<file path="src/rtl/next_word_pkg.sv">
// next_word_pkg: shared widths and FSM state type for the next-word unpacker
package next_word_pkg;
  localparam int DEF_DATA_W = 64;
  localparam int DEF_BYTE_W = 8;
  localparam int BYTES_PER_WORD = DEF_DATA_W / DEF_BYTE_W;
  typedef enum logic {IDLE, SHIFT} state_t;
endpackage

</file>
<file path="src/rtl/next_word_fifo.sv">
// next_word_fifo: synchronous DEPTH x DW word FIFO with count-based full/empty
module next_word_fifo #(
  parameter int DW = 64,
  parameter int DEPTH = 4
) (
  input  logic                       clk,
  input  logic                       rst,
  input  logic                       push,
  input  logic [DW-1:0]              din,
  input  logic                       pop,
  output logic [DW-1:0]              dout,
  output logic                       full,
  output logic                       empty,
  output logic [$clog2(DEPTH):0]     count
);
  localparam int AW = $clog2(DEPTH);
  logic [DW-1:0] mem [DEPTH];
  logic [AW-1:0] wp, rp;
  assign full = count == (AW+1)'(DEPTH);
  assign empty = count == '0;
  assign dout = mem[rp];
  // storage array, no reset needed since count gates every read
  always_ff @(posedge clk)
    if (push) mem[wp] <= din;
  // pointers wrap naturally; count tracks occupancy
  always_ff @(posedge clk)
    if (rst) begin
      wp <= '0;
      rp <= '0;
      count <= '0;
    end else begin
      if (push) wp <= wp + 1'b1;
      if (pop) rp <= rp + 1'b1;
      count <= count + {{AW{1'b0}}, push} - {{AW{1'b0}}, pop};
    end
endmodule

</file>
<file path="src/rtl/next_word_unpacker.sv">
// next_word_unpacker: buffers words and emits them LSB byte first; NEXT_WORD_CHECK_EN adds an EXPECT compare
module next_word_unpacker import next_word_pkg::*; #(
  parameter int DATA_W = DEF_DATA_W,
  parameter int BYTE_W = DEF_BYTE_W,
  parameter int DEPTH = 4,
  parameter logic [DATA_W-1:0] EXPECT = DATA_W'(1)
) (
  input  logic              clk,
  input  logic              rst,
  input  logic              in_valid,
  output logic              in_ready,
  input  logic [DATA_W-1:0] next_in,
  output logic              out_valid,
  input  logic              out_ready,
  output logic [BYTE_W-1:0] out_data,
  output logic              out_last,
  output logic [15:0]       word_cnt,
  output logic              err
);
  localparam int NB = DATA_W / BYTE_W;
  localparam int IW = NB > 1 ? $clog2(NB) : 1;
  state_t state;
  logic [DATA_W-1:0] shift, fifo_dout;
  logic [IW-1:0] idx;
  logic full, empty, pop, last;
  logic [$clog2(DEPTH):0] unused_count;
  next_word_fifo #(.DW(DATA_W), .DEPTH(DEPTH)) u_fifo (
    .clk(clk), .rst(rst), .push(in_valid && !full), .din(next_in), .pop(pop),
    .dout(fifo_dout), .full(full), .empty(empty), .count(unused_count)
  );
  assign in_ready = !full;
  assign last = idx == IW'(NB-1);
  assign pop = !empty && (state == IDLE || (out_ready && last));
  assign out_valid = state == SHIFT;
  assign out_data = out_valid ? shift[BYTE_W-1:0] : '0;
  assign out_last = out_valid && last;
  // pop loads a fresh word (also zero-bubble on the last byte); otherwise shift on each accepted byte
  always_ff @(posedge clk)
    if (rst) begin
      state <= IDLE;
      shift <= '0;
      idx <= '0;
      word_cnt <= '0;
    end else if (pop) begin
      state <= SHIFT;
      shift <= fifo_dout;
      idx <= '0;
      word_cnt <= word_cnt + 16'd1;
    end else if (state == SHIFT && out_ready) begin
      if (last) state <= IDLE;
      shift <= shift >> BYTE_W;
      idx <= idx + 1'b1;
    end
`ifdef NEXT_WORD_CHECK_EN
  // sticky flag raised the cycle after a popped word differs from EXPECT
  always_ff @(posedge clk)
    if (rst) err <= 1'b0;
    else if (pop && fifo_dout != EXPECT) err <= 1'b1;
`else
  logic unused_expect;
  assign unused_expect = ^EXPECT;
  assign err = 1'b0;
`endif
endmodule

</file>
<file path="config.mk">
export PLATFORM = sky130hd
export DESIGN_NAME = next_word_unpacker
export DESIGN_NICKNAME = d
export VERILOG_FILES = /design/src/rtl/next_word_pkg.sv /design/src/rtl/next_word_fifo.sv /design/src/rtl/next_word_unpacker.sv
export SDC_FILE = /design/constraint.sdc
export NUM_CORES = 1
export LEC_CHECK = 0
export ABC_CLOCK_PERIOD_IN_PS = 7800
export BUFFER_PORTS_ARGS = -buffer_cell sky130_fd_sc_hd__buf_2
export CORE_MARGIN = 2
export CORE_UTILIZATION = 35
export DETAILED_ROUTE_END_ITERATION = 6
export GPL_ROUTABILITY_DRIVEN = 0
export PLACE_DENSITY = 0.62
export SLEW_MARGIN = 15
export SYNTH_ARGS = -nofsm -noshare
export SYNTH_HDL_FRONTEND = slang
export SYNTH_SLANG_ARGS = --single-unit
</file>
<file path="constraint.sdc">
create_clock -name clk -period 7.8 [get_ports clk]
set_clock_uncertainty 0.15 [all_clocks]
set_input_delay 0.39 -clock clk [delete_from_list [all_inputs] [get_ports clk]]
set_output_delay 0.39 -clock clk [all_outputs]
set_load 0.005 [all_outputs]
</file>
After elaboration in Yosys (flattened, before gate mapping)

Memory sizes are Yosys's and may differ from the RTL's. A register that Yosys moved wholly into a read port is not among the register bits.
Index checks and enable logic that the tools add are counted.

$add $sub $neg: 6
Multiply operators: 0
Div/mod/pow operators: 0
Order comparisons: 0
Equal/unequal tests: 2
Shift-type cells: 0
Multiplexer cells: 10
Bitwise logic cells: 1
Reductions and logical operators: 13

Operators by type and width:

| cell                  | number |
|---|---|
| $mux 64               | 2 |
| $add 16x1->16 const B | 1 |
| $mux 8                | 1 |
| $eq 3x3->1 const B    | 2 |
| $logic_and 1x1->1     | 5 |
| $mux 1                | 5 |
| $add 2x1->2 const B   | 2 |
| $mux 2                | 2 |
| $reduce_bool 2->1     | 2 |
| $add 3x1->3           | 1 |
| $add 3x1->3 const B   | 1 |
| $logic_not 3->1       | 1 |
| $sub 3x1->3           | 1 |
| $logic_not 1->1       | 2 |
| $reduce_and 2->1      | 1 |
| $reduce_or 2->1       | 1 |
| $logic_or 1x1->1      | 1 |
| $not 1->1             | 1 |

Register bits after elaboration: 91
Latch bits: 0
Memory bits (writable): 256
Memory bits (read-only): 0
Input port bits: 68
Output and inout port bits: 28
Word-level logic and storage cells: 40
Memories: 1

Memory list:

| memory     | depth | bits a word | read ports | clocked after Yosys merged registers in | write ports | line                 | source |
|---|---|---|---|---|---|---|---|
| u_fifo.mem | 4     | 64          | 1          | 1                                       | 1           | next_word_fifo.sv:17 | `logic [DW-1:0] mem [DEPTH];` |

Longest topological paths before layout

Gate-level depths: netlist (run 1).

Depth after elaboration: 6
Gate-level depth with buffers: 13
Depth with buffers taken out: 12

Cells and area by module

Synthesis (run 1) repeated with hierarchy kept, for this count alone.

Cell total of the unflattened synthesis: 843
Area total of the unflattened synthesis: 13534.2 um^2

Modules (own cells, without submodules):

| module             | times used | cells each | area each (um^2) | seq. area each (um^2) |
|---|---|---|---|---|
| next_word_fifo     | 1          | 376        | 9749.4           | 7867.5 |
| next_word_unpacker | 1          | 467        | 3784.9           | 1681.6 |

Worst setup path after synthesis (run 1)

Ideal clock, no wire load.

Path type: register to register
From: register idx[0]
To: register u_fifo.count[2]
Setup time: 128 ps
Arrival time: 2642 ps
Slack: 4880 ps
Cell stages (with the launch flop): 14
Buffers on the path: 1
Period minus slack after synthesis: 2920 ps
Cells stage by stage: dfxtp_1 > ha_1 > ha_1 > a21bo_2 > nand2_1 > clkinv_1 > clkbuf_1 > ha_1 > inv_1 > ha_1 > fa_1 > xnor2_1 > xnor2_1 > nor2_1

Longest elaborated chain between the ends: 5

Ends and longest elaborated chain:

| what                   | line                     | source |
|---|---|---|
| start, declared        | next_word_unpacker.sv:24 | `logic [IW-1:0] idx;` |
| start signal, assigned | next_word_unpacker.sv:52 | `idx <= idx + 1'b1;` |
| $eq 3x3->1             | next_word_unpacker.sv:32 | `assign last = idx == IW'(NB-1);` |
| $logic_and 1x1->1      | next_word_unpacker.sv:33 | `assign pop = !empty && (state == IDLE \|\| (out_ready && last));` |
| $logic_or 1x1->1       | next_word_unpacker.sv:33 |  |
| $logic_and 1x1->1      | next_word_unpacker.sv:33 |  |
| named net pop          | next_word_unpacker.sv:25 | `logic full, empty, pop, last;` |
| $sub 3x1->3            | next_word_fifo.sv:34     | `count <= count + {{AW{1'b0}}, push} - {{AW{1'b0}}, pop};` |
| end signal, assigned   | next_word_fifo.sv:34     |  |
| end, declared          | next_word_fifo.sv:14     | `output logic [$clog2(DEPTH):0] count` |

The timed path passes the listed nets, and every way through them passes these cells.
A chain may end at the register's enable or synchronous reset.

Final worst setup path (run 1)

From: register state, in the netlist out_valid
To: register u_fifo.count[2]

Longest elaborated chain between the ends: 4

Ends and longest elaborated chain:

| what                   | line                     | source |
|---|---|---|
| start, declared        | next_word_unpacker.sv:22 | `state_t state;` |
| start signal, assigned | next_word_unpacker.sv:40 | `state <= IDLE;` |
| start signal, assigned | next_word_unpacker.sv:45 | `state <= SHIFT;` |
| start signal, assigned | next_word_unpacker.sv:50 | `if (last) state <= IDLE;` |
| $not 1->1              | next_word_unpacker.sv:33 |  |
| $logic_or 1x1->1       | next_word_unpacker.sv:33 |  |
| $logic_and 1x1->1      | next_word_unpacker.sv:33 |  |
| $sub 3x1->3            | next_word_fifo.sv:34     |  |

Every way passes these cells.

==> results of run 1 <==
-- registers in the layout (all words and copies together) (netlist names), named ones only --
name          count
u_fifo.rp         2
shift            64
out_valid         1
u_fifo.mem      256
u_fifo.count      3
idx               3
word_cnt         16
u_fifo.wp         2
-- placed cells by master (no fill, tap or decap), drive strengths merged, types with 3 or more instances in the layout --
cell type	count
nor3	4
dfxtp	93
edfxtp	256
buf	105
nand2	76
nand4	4
xor2	4
nand3	68
nor2	68
o21ai	6
nor4b	3
a311oi	56
and3	4
mux4	64
a21oi	19
inv	9
xnor2	9
or4	4
clkbuf	50
or3	6
ha	9
dlygate4sd3	64
and2	10
clkinv	11
-- final cells by class --
type / count / share of cell area [%]
clock buffer: 50 / 6.61
clock inverter: 14 / 0.774
tap: 511 / 3.96
inverter: 9 / 0.209
timing repair buffer: 169 / 7.39
multi-input combinational: 430 / 21.9
sequential: 349 / 59.1
-- kinds of logic (layout without fill, tap and decap cells) --
family	count (synthesis)	after routing	synth area share, %
other	1	1	0.0281
flip-flops	349	349	71.5
multiplexers	66	66	10.9
buffers and inverters	69	242	2.08
XOR/XNOR	13	13	0.852
AND/OR/NAND/NOR	255	255	8.74
AO/OA/AOI/OAI	85	85	4.88
adder cells (fa/ha/maj)	10	10	0.993
-- power by group through the flow --
stage	sequential (mW)	combinational [mW]	clock (mW)
2_1_floorplan	2.46	0.935	0
3_3_place_gp	2.54	1.19	0
3_5_place_dp	2.55	1.20	0
4_1_cts	2.51	1.23	1.75
5_1_grt	2.54	1.34	1.83
6_report	2.51	1.20	1.71
-- per-layer routing --
layer | vias up | share of wire [%] | track usage [%]
met2 | 187 | 47 | 23.2
met4 | 0 | 1.8 | 3.65
met1 | 3870 | 47 | 20.3
li1 | 3594 | - | -
met5 | - | 0 | 0
met3 | 41 | 4.3 | 2.31
-- stage by stage --
stage          hold WS, ns  power [mW]
2_1_floorplan        0.298        3.39
3_3_place_gp         0.309        3.73
3_5_place_dp         0.318        3.74
4_1_cts              0.175        5.49
5_1_grt              0.210        5.71
6_report             0.191        5.42
-- worst paths after layout --
path         startpoint               to  slack [ns]  cells after the start
max           out_valid  u_fifo.count[2]        4.10                     11
min            in_valid     u_fifo.wp[1]        0.19                      4
max reg2reg   out_valid  u_fifo.count[2]        4.10                     11
min reg2reg   shift[56]        shift[56]        0.33                      2
-- critical path, cell delays in order (launching register included) --
cell      delay [ns]
dfxtp_2         0.31
buf_4           0.52
a21bo_2         0.34
nand2_4         0.35
clkinv_1        0.48
ha_1            0.43
inv_1           0.04
ha_1            0.18
fa_1            0.38
xnor2_1         0.17
xnor2_1         0.13
nor2_1          0.05
==> qor.csv, run 1 <==
metric,value,unit
DRC,0,
Hold Buf Count CTS,64,
CP Max Fanout,69,
Synth area leader,edfxtp_1,
Worst Setup Start Kind,register,
Seq pwr share,46.2,%
Synth Register Bits,349,
"Reg clk slew, reported paths",0.07,ns
Register Area,9560,um2
yosys warns,0,
pwr dens,336,nW/um2
die extent in y,199,um
Net Sw Frac,28.4,%
GRT Util Overall,14.4,%
Multi-input gate area,3550,um2
row cnt,71,
Vias,7692,
"Core Util, Final",42.9,%
number of library cell types mapped by synthesis,36,
post-synthesis sequential area ratio,71.5,%
Resized cells post-CTS,0,
Die Wd,199,um
die area,39700,um2
Routed wire per std cell,18.5,um
clock sink total,349,
# fillers,3435,
ANT cells,0,
TritonCTS clock tree,built,
root buf cell,clkbuf_16,
H-tree levels,2,
final worst slack,4.10,ns
Layout area overhead,21.0,%
Synth Instances,848,
largest net degree at the start of global routing,93,
worst vdd ir,146,uV
Post-CTS Setup Bufs,0,
post-route ant nets,0,
Post-Syn Area,13400,um2
port buffer count,94,
Core Box Area,37700,um2
Max Fclk,270,MHz
LEAKAGE,5.38,nW
sw power,1.54,mW
WP data required,8.01,ns
clock buffer depth,3,
critical path class,register to register,
setup TNS,0,ns
P_int,3.88,mW
Post-synth EDFFs,256,
Num CTS Buffers,36,
HP Class,input port to register,
Top-Level Pins,96,
initial core utilization,35.5,%
# setup viols final,0,
fin crit period,3.70,ns
most common cell in the netlist,edfxtp_1,
design area,16200,um2
Synth top area share,57.5,%
Final Non-Filler Cells,1532,
drt pass-1 iters,6,
Setup crit end kind,register,
vias in the first global route,7703,
Main synth FF type,edfxtp_1,
hpwl dp,16500,um
Rel. slew slack,30.1,%
most frequent cells after synthesis,"256 x edfxtp_1, 93 x dfxtp_1, 76 x nand2_1",
RSZ-0062 raised after global routing,no,
Routed WL,28300,um
Nets,1073,
syn avg cell area,15.8,um2
WP data arrival,3.91,ns
total nets after synthesis,926,
Worst Max-Slew Pin Slew,1.05,ns
drt initial violations,557,
final-report hold violation count,0,
post-place setup slack,4.10,ns
Max-Cap Viols,0,
Via density,5.02,
Clock Latency Late Sink,0.51,ns
Final Max Tran Viols,0,
share of total power in combinational logic,22.2,%
first-pass GRT wire length,44000,um
status,"complete, no violations",
dpl cells,1404,
final period utilization,47.5,%
clock power share,31.6,%
share of layout cells above drive strength 1,23.2,%
dominant cells by area after synthesis,"edfxtp_1 58%, dfxtp_1 14%, mux4_2 11%",
initial antenna violation count,0,
Congestion Overflow GR,0,
ys async rst share,0,%
Area after DPL,14300,um2
Note: power is estimated with default switching activity, not from simulation.
==> inputs of run 2 (changes only) <==
- ABC_CLOCK_PERIOD_IN_PS: 7800 -> 3200
- PLACE_DENSITY: 0.62 -> 0.64
- clock period: 7.8 -> 3.2 ns (I/O delays scaled with it)
==> qor.csv, run 2 (same netlist as run 1, synthesis figures left out) <==
metric,value,unit
ANT cells,0,
first-pass GRT wire length,44000,um
drt pass-1 iters,5,
status,"complete, no violations",
"Reg clk slew, reported paths",0.06,ns
Rel. slew slack,39.7,%
clock buffer depth,3,
row cnt,71,
root buf cell,clkbuf_16,
Resized cells post-CTS,0,
die extent in y,199,um
critical path class,register to register,
max reg flops,256,
LEAKAGE,5.41,nW
Worst Hold Slack,0.0791,ns
WP data required,3.42,ns
Routed WL,28500,um
top register by number of flip-flops,u_fifo.mem,
initial core utilization,35.5,%
# setup viols final,0,
drt initial violations,503,
Setup crit end kind,register,
initial antenna violation count,0,
Top-Level Pins,96,
Core Box Area,37700,um2
Final Max Tran Viols,0,
share of layout cells above drive strength 1,23.4,%
Clock Latency Late Sink,0.52,ns
DRC,0,
hpwl dp,16800,um
worst vdd ir,458,uV
Congestion Overflow GR,0,
Vias,7796,
RSZ-0062 raised after global routing,no,
Hold Crit Endpoint,word_cnt[0],
Register Area,9560,um2
Post-CTS Setup Bufs,0,
# fillers,3422,
pwr dens,814,nW/um2
fin crit period,2.73,ns
H-tree levels,2,
R2R cell count,12,
post-route ant nets,0,
Routed wire per std cell,18.5,um
Multi-input gate area,3550,um2
Hold Buf Count CTS,66,
Die Wd,199,um
"most common cell after layout, fill and taps aside",edfxtp_1,
final period utilization,85.2,%
setup TNS,0,ns
WP data arrival,2.95,ns
Layout area overhead,21.9,%
Max Fclk,367,MHz
final worst slack,0.474,ns
Num CTS Buffers,35,
Worst Setup Start Kind,register,
final total power,13.3,mW
die area,39700,um2
biggest regs,"u_fifo.mem x256, shift x64, word_cnt x16",
reg2reg end,u_fifo.count[2],
Worst Max-Slew Pin Slew,0.898,ns
most frequent cells in the layout,"256 x edfxtp_1, 94 x buf_2, 90 x dfxtp_1",
Nets,1079,
R2R Setup Slk,0.47,ns
final-report hold violation count,0,
port buffer count,94,
R2R Path Start,idx[0],
HP Class,input port to register,
largest net degree at the start of global routing,122,
Max-Cap Viols,0,
GRT Util Overall,14.4,%
Via density,5.07,
vias in the first global route,7841,
post-place setup slack,0.485,ns
HP Start,rst,
TritonCTS clock tree,built,
CP Max Fanout,4,
clock sink total,349,
Hold Path Depth,2,
==> run 2: changes by cell type in the layout (fill, tap and decap cells not counted), sizes merged, moves of 2 or more <==
cell         before  now
dlygate4sd3      64   66
clkbuf           50   53
clkinv           11    6
buf             105  110
clkinvlp          1    3
==> run 2: stage by stage <==
| stage | cell area (um2) | cells | util (%) |
|---|---|---|---|
| floorplan | 13400 | 848 | - |
| global placement | 14500 | 1409 | 38.4 |
| detailed placement | 14500 | 1409 | 38.4 |
| finish | 16300 | 1539 | 43.2 |
| global route | 16300 | 1539 | 43.2 |
| CTS | 16300 | 1539 | 43.2 |
==> run 2: how the worst max path moves through the flow <==
stage	startpoint	end	slack, ns	cells after the start
final	idx[0]	u_fifo.count[2]	0.47	12
after global routing	idx[0]	u_fifo.count[2]	0.32	12
after CTS	idx[0]	u_fifo.count[2]	0.47	12
after detailed placement	idx[0]	u_fifo.count[2]	0.49	12
after global placement	idx[0]	u_fifo.count[2]	0.55	12
after floorplan	idx[0]	u_fifo.count[2]	0.28	13
==> run 2: power by group <==
part / total (mW) / internal, mW / switching, mW
clock network: 4.11 / 2.41 / 1.70
registers: 6.09 / 5.67 / 0.425
logic: 3.05 / 1.38 / 1.67
total: 13.3 / 9.46 / 3.79
==> run 2: cell type report <==
class	count	area share (%)
well taps	511	3.93
inverters	9	0.207
clock buffers	53	6.57
flip-flops and latches	349	58.7
repair buffers	176	8.22
clock inverters	11	0.645
multi-input cells	430	21.8
==> run 2: critical path, stage by stage (launching register included) <==
cell	delay [ns]
dfxtp_1	0.32
ha_1	0.20
ha_1	0.22
a21bo_2	0.27
nand2_4	0.08
clkinv_1	0.08
ha_1	0.27
inv_1	0.04
ha_1	0.19
fa_1	0.39
xnor2_1	0.20
xnor2_1	0.15
nor2_1	0.05
==> run 2: routing by layer <==
| metal | global-route usage (%) | share of wire (%) |
|---|---|---|
| met3 | 2.26 | 5.0 |
| met1 | 19.8 | 44 |
| met2 | 24.2 | 49 |
| met5 | 0 | 0 |
| met4 | 3.29 | 1.5 |
==> inputs of run 3 (changes only) <==
- ABC_CLOCK_PERIOD_IN_PS: 3200 -> 3300
- CORE_UTILIZATION: 35 -> 55
- PLACE_DENSITY: 0.64 -> 0.85
- SYNTH_HIERARCHICAL: unset -> 1
- clock period: 3.2 -> 3.3 ns (I/O delays scaled with it)
==> qor.csv, run 3 <==
metric,value,unit
TritonCTS clock tree,built,
die area,25900,um2
"most common cell after layout, fill and taps aside",edfxtp_1,
clock buffer depth,3,
Via density,5.85,
share of total power in combinational logic,22.2,%
WP data arrival,2.86,ns
number of library cell types mapped by synthesis,43,
HP Class,input port to register,
Synth top area share,56.8,%
drt pass-1 iters,7,
Max Fclk,376,MHz
Worst Setup Start Kind,register,
ys async rst share,0,%
LEAKAGE,5.45,nW
# setup viols final,0,
post-synthesis sequential area ratio,70.6,%
R2R Path Start,idx[0],
biggest regs,"u_fifo/mem x256, shift x64, word_cnt x16",
initial core utilization,55.8,%
max reg flops,256,
ANT cells,0,
Top-Level Pins,96,
sw power,3.48,mW
HP Start,in_valid,
setup TNS,0,ns
most common cell in the netlist,edfxtp_1,
Layout area overhead,18.1,%
critical path class,register to register,
dominant cells by area after synthesis,"edfxtp_1 57%, dfxtp_1 14%, mux4_2 10%",
Post-synth EDFFs,256,
post-route ant nets,0,
R2R Setup Slk,0.64,ns
initial antenna violation count,0,
Synth Register Bits,349,
post-place setup slack,0.556,ns
clock power share,29.9,%
H-tree levels,2,
design area,16000,um2
Net Sw Frac,28.1,%
Hold Path Depth,4,
syn avg cell area,16.1,um2
vias in the first global route,7950,
Clock Latency Late Sink,0.50,ns
final worst slack,0.640,ns
Critical Path Source,idx[0],
Congestion Overflow GR,0,
final period utilization,80.6,%
worst vdd ir,402,uV
RSZ-0062 raised after global routing,no,
Nets,1076,
Main synth FF type,edfxtp_1,
Area after DPL,14200,um2
largest net degree at the start of global routing,122,
Setup crit end kind,register,
Routed wire per std cell,20.4,um
Synth Instances,843,
Max-Cap Viols,0,
Post-Syn Area,13500,um2
WP data required,3.50,ns
Rel. slew slack,33.9,%
Worst Max-Slew Pin Slew,0.992,ns
root buf cell,clkbuf_16,
status,"complete, no violations",
Synth area leader,edfxtp_1,
final-report hold violation count,0,
clock sink total,349,
top register by number of flip-flops,u_fifo/mem,
port buffer count,94,
fin crit period,2.66,ns
Worst Hold Slack,0.0614,ns
"Reg clk slew, reported paths",0.06,ns
GRT Util Overall,21.3,%
Routed WL,27500,um
P_int,8.89,mW
die extent in y,161,um
yosys warns,6,
Core Box Area,24200,um2
Num CTS Buffers,35,
share of layout cells above drive strength 1,23.3,%
pwr dens,774,nW/um2
Die Wd,161,um
hpwl dp,15400,um
most frequent cells in the layout,"256 x edfxtp_1, 94 x buf_2, 90 x dfxtp_1",
Vias,7883,
CP Max Fanout,13,
Seq pwr share,47.9,%
total nets after synthesis,921,
Post-CTS Setup Bufs,0,
R2R cell count,12,
Hold Crit Endpoint,u_fifo/wp[0],
reg2reg end,u_fifo/count[2],
first-pass GRT wire length,43000,um
Final Max Tran Viols,0,
most frequent cells after synthesis,"256 x edfxtp_1, 93 x dfxtp_1, 71 x nand2_1",
drt initial violations,739,
DRC,0,
row cnt,57,
[run 3: cells by family (layout without fill, tap and decap cells)]
family | after synthesis | in the layout | share of synthesized area [%]
XOR/XNOR | 13 | 13 | 0.952
multiplexers | 67 | 67 | 11.0
adder cells (fa/ha/maj) | 10 | 10 | 0.980
AND/OR/NAND/NOR | 252 | 252 | 8.69
other | 1 | 1 | 0.0277
flip-flops | 349 | 349 | 70.6
buffers and inverters | 70 | 250 | 3.18
AO/OA/AOI/OAI | 81 | 81 | 4.63
[run 3: power by group through the flow]
stage | Sequential, mW | Clock (mW) | Combinational (mW)
finish | 5.92 | 3.70 | 2.75
global route | 5.98 | 3.92 | 3.00
CTS | 5.91 | 3.74 | 2.72
detailed placement | 5.98 | 0 | 2.63
global placement | 5.93 | 0 | 2.53
floorplan | 5.81 | 0 | 2.13
[run 3: metrics by stage]
| step | std cells | util (%) | power, mW |
|---|---|---|---|
| 2_1_floorplan | 843 | - | 7.93 |
| 3_3_place_gp | 1219 | 58.7 | 8.46 |
| 3_5_place_dp | 1219 | 58.7 | 8.61 |
| 4_1_cts | 1346 | 65.8 | 12.4 |
| 5_1_grt | 1347 | 65.9 | 12.9 |
| 6_report | 1347 | 65.9 | 12.4 |
[run 3: worst max path at each step]
stage	to	slack [ns]	depth (start not counted)
finish	u_fifo/count[2]	0.64	12
global route	u_fifo/count[2]	0.51	12
CTS	shift[47]	0.37	8
detailed placement	shift[47]	0.56	8
global placement	shift[51]	0.74	8
floorplan	u_fifo/mem[0][0]	0.29	4
[run 3: repair_timing]
action                                  4_1_cts  5_1_grt
hold buffers                                 65        0
endpoints found under the setup margin        0        0
hold endpoints to repair                    257        0
gates resized for setup                       0        0
[run 3: final cells by class]
| cell class | instances | area, um2 |
|---|---|---|
| clock buffers | 51 | 1030 |
| clock inverters | 11 | 53.8 |
| fillers | 1615 | 8270 |
| inverters | 9 | 33.8 |
| multi-input cells | 424 | 3560 |
| flip-flops and latches | 349 | 9560 |
| well taps | 324 | 405 |
| repair buffers | 179 | 1340 |
[run 3: per-layer routing]
layer / up-vias / share of wire, % / wire length, um / GRT usage (%)
met5: - / 0 / 0 / 0
met4: 0 / 2.7 / 739 / 7.43
met3: 57 / 6.7 / 1860 / 3.85
met2: 340 / 51 / 13900 / 36.1
met1: 3908 / 40 / 11000 / 28.1
li1: 3578 / - / - / -
[run 3: critical path: stages (launching register included)]
cell and delay [ns]:
dfxtp_1 0.33, ha_1 0.22, ha_1 0.20, a21boi_2 0.12, buf_4 0.19, or2_4 0.14, inv_1 0.06, ha_1 0.27
inv_1 0.04, ha_1 0.18, fa_1 0.38, xor3_1 0.21, nor2_1 0.04
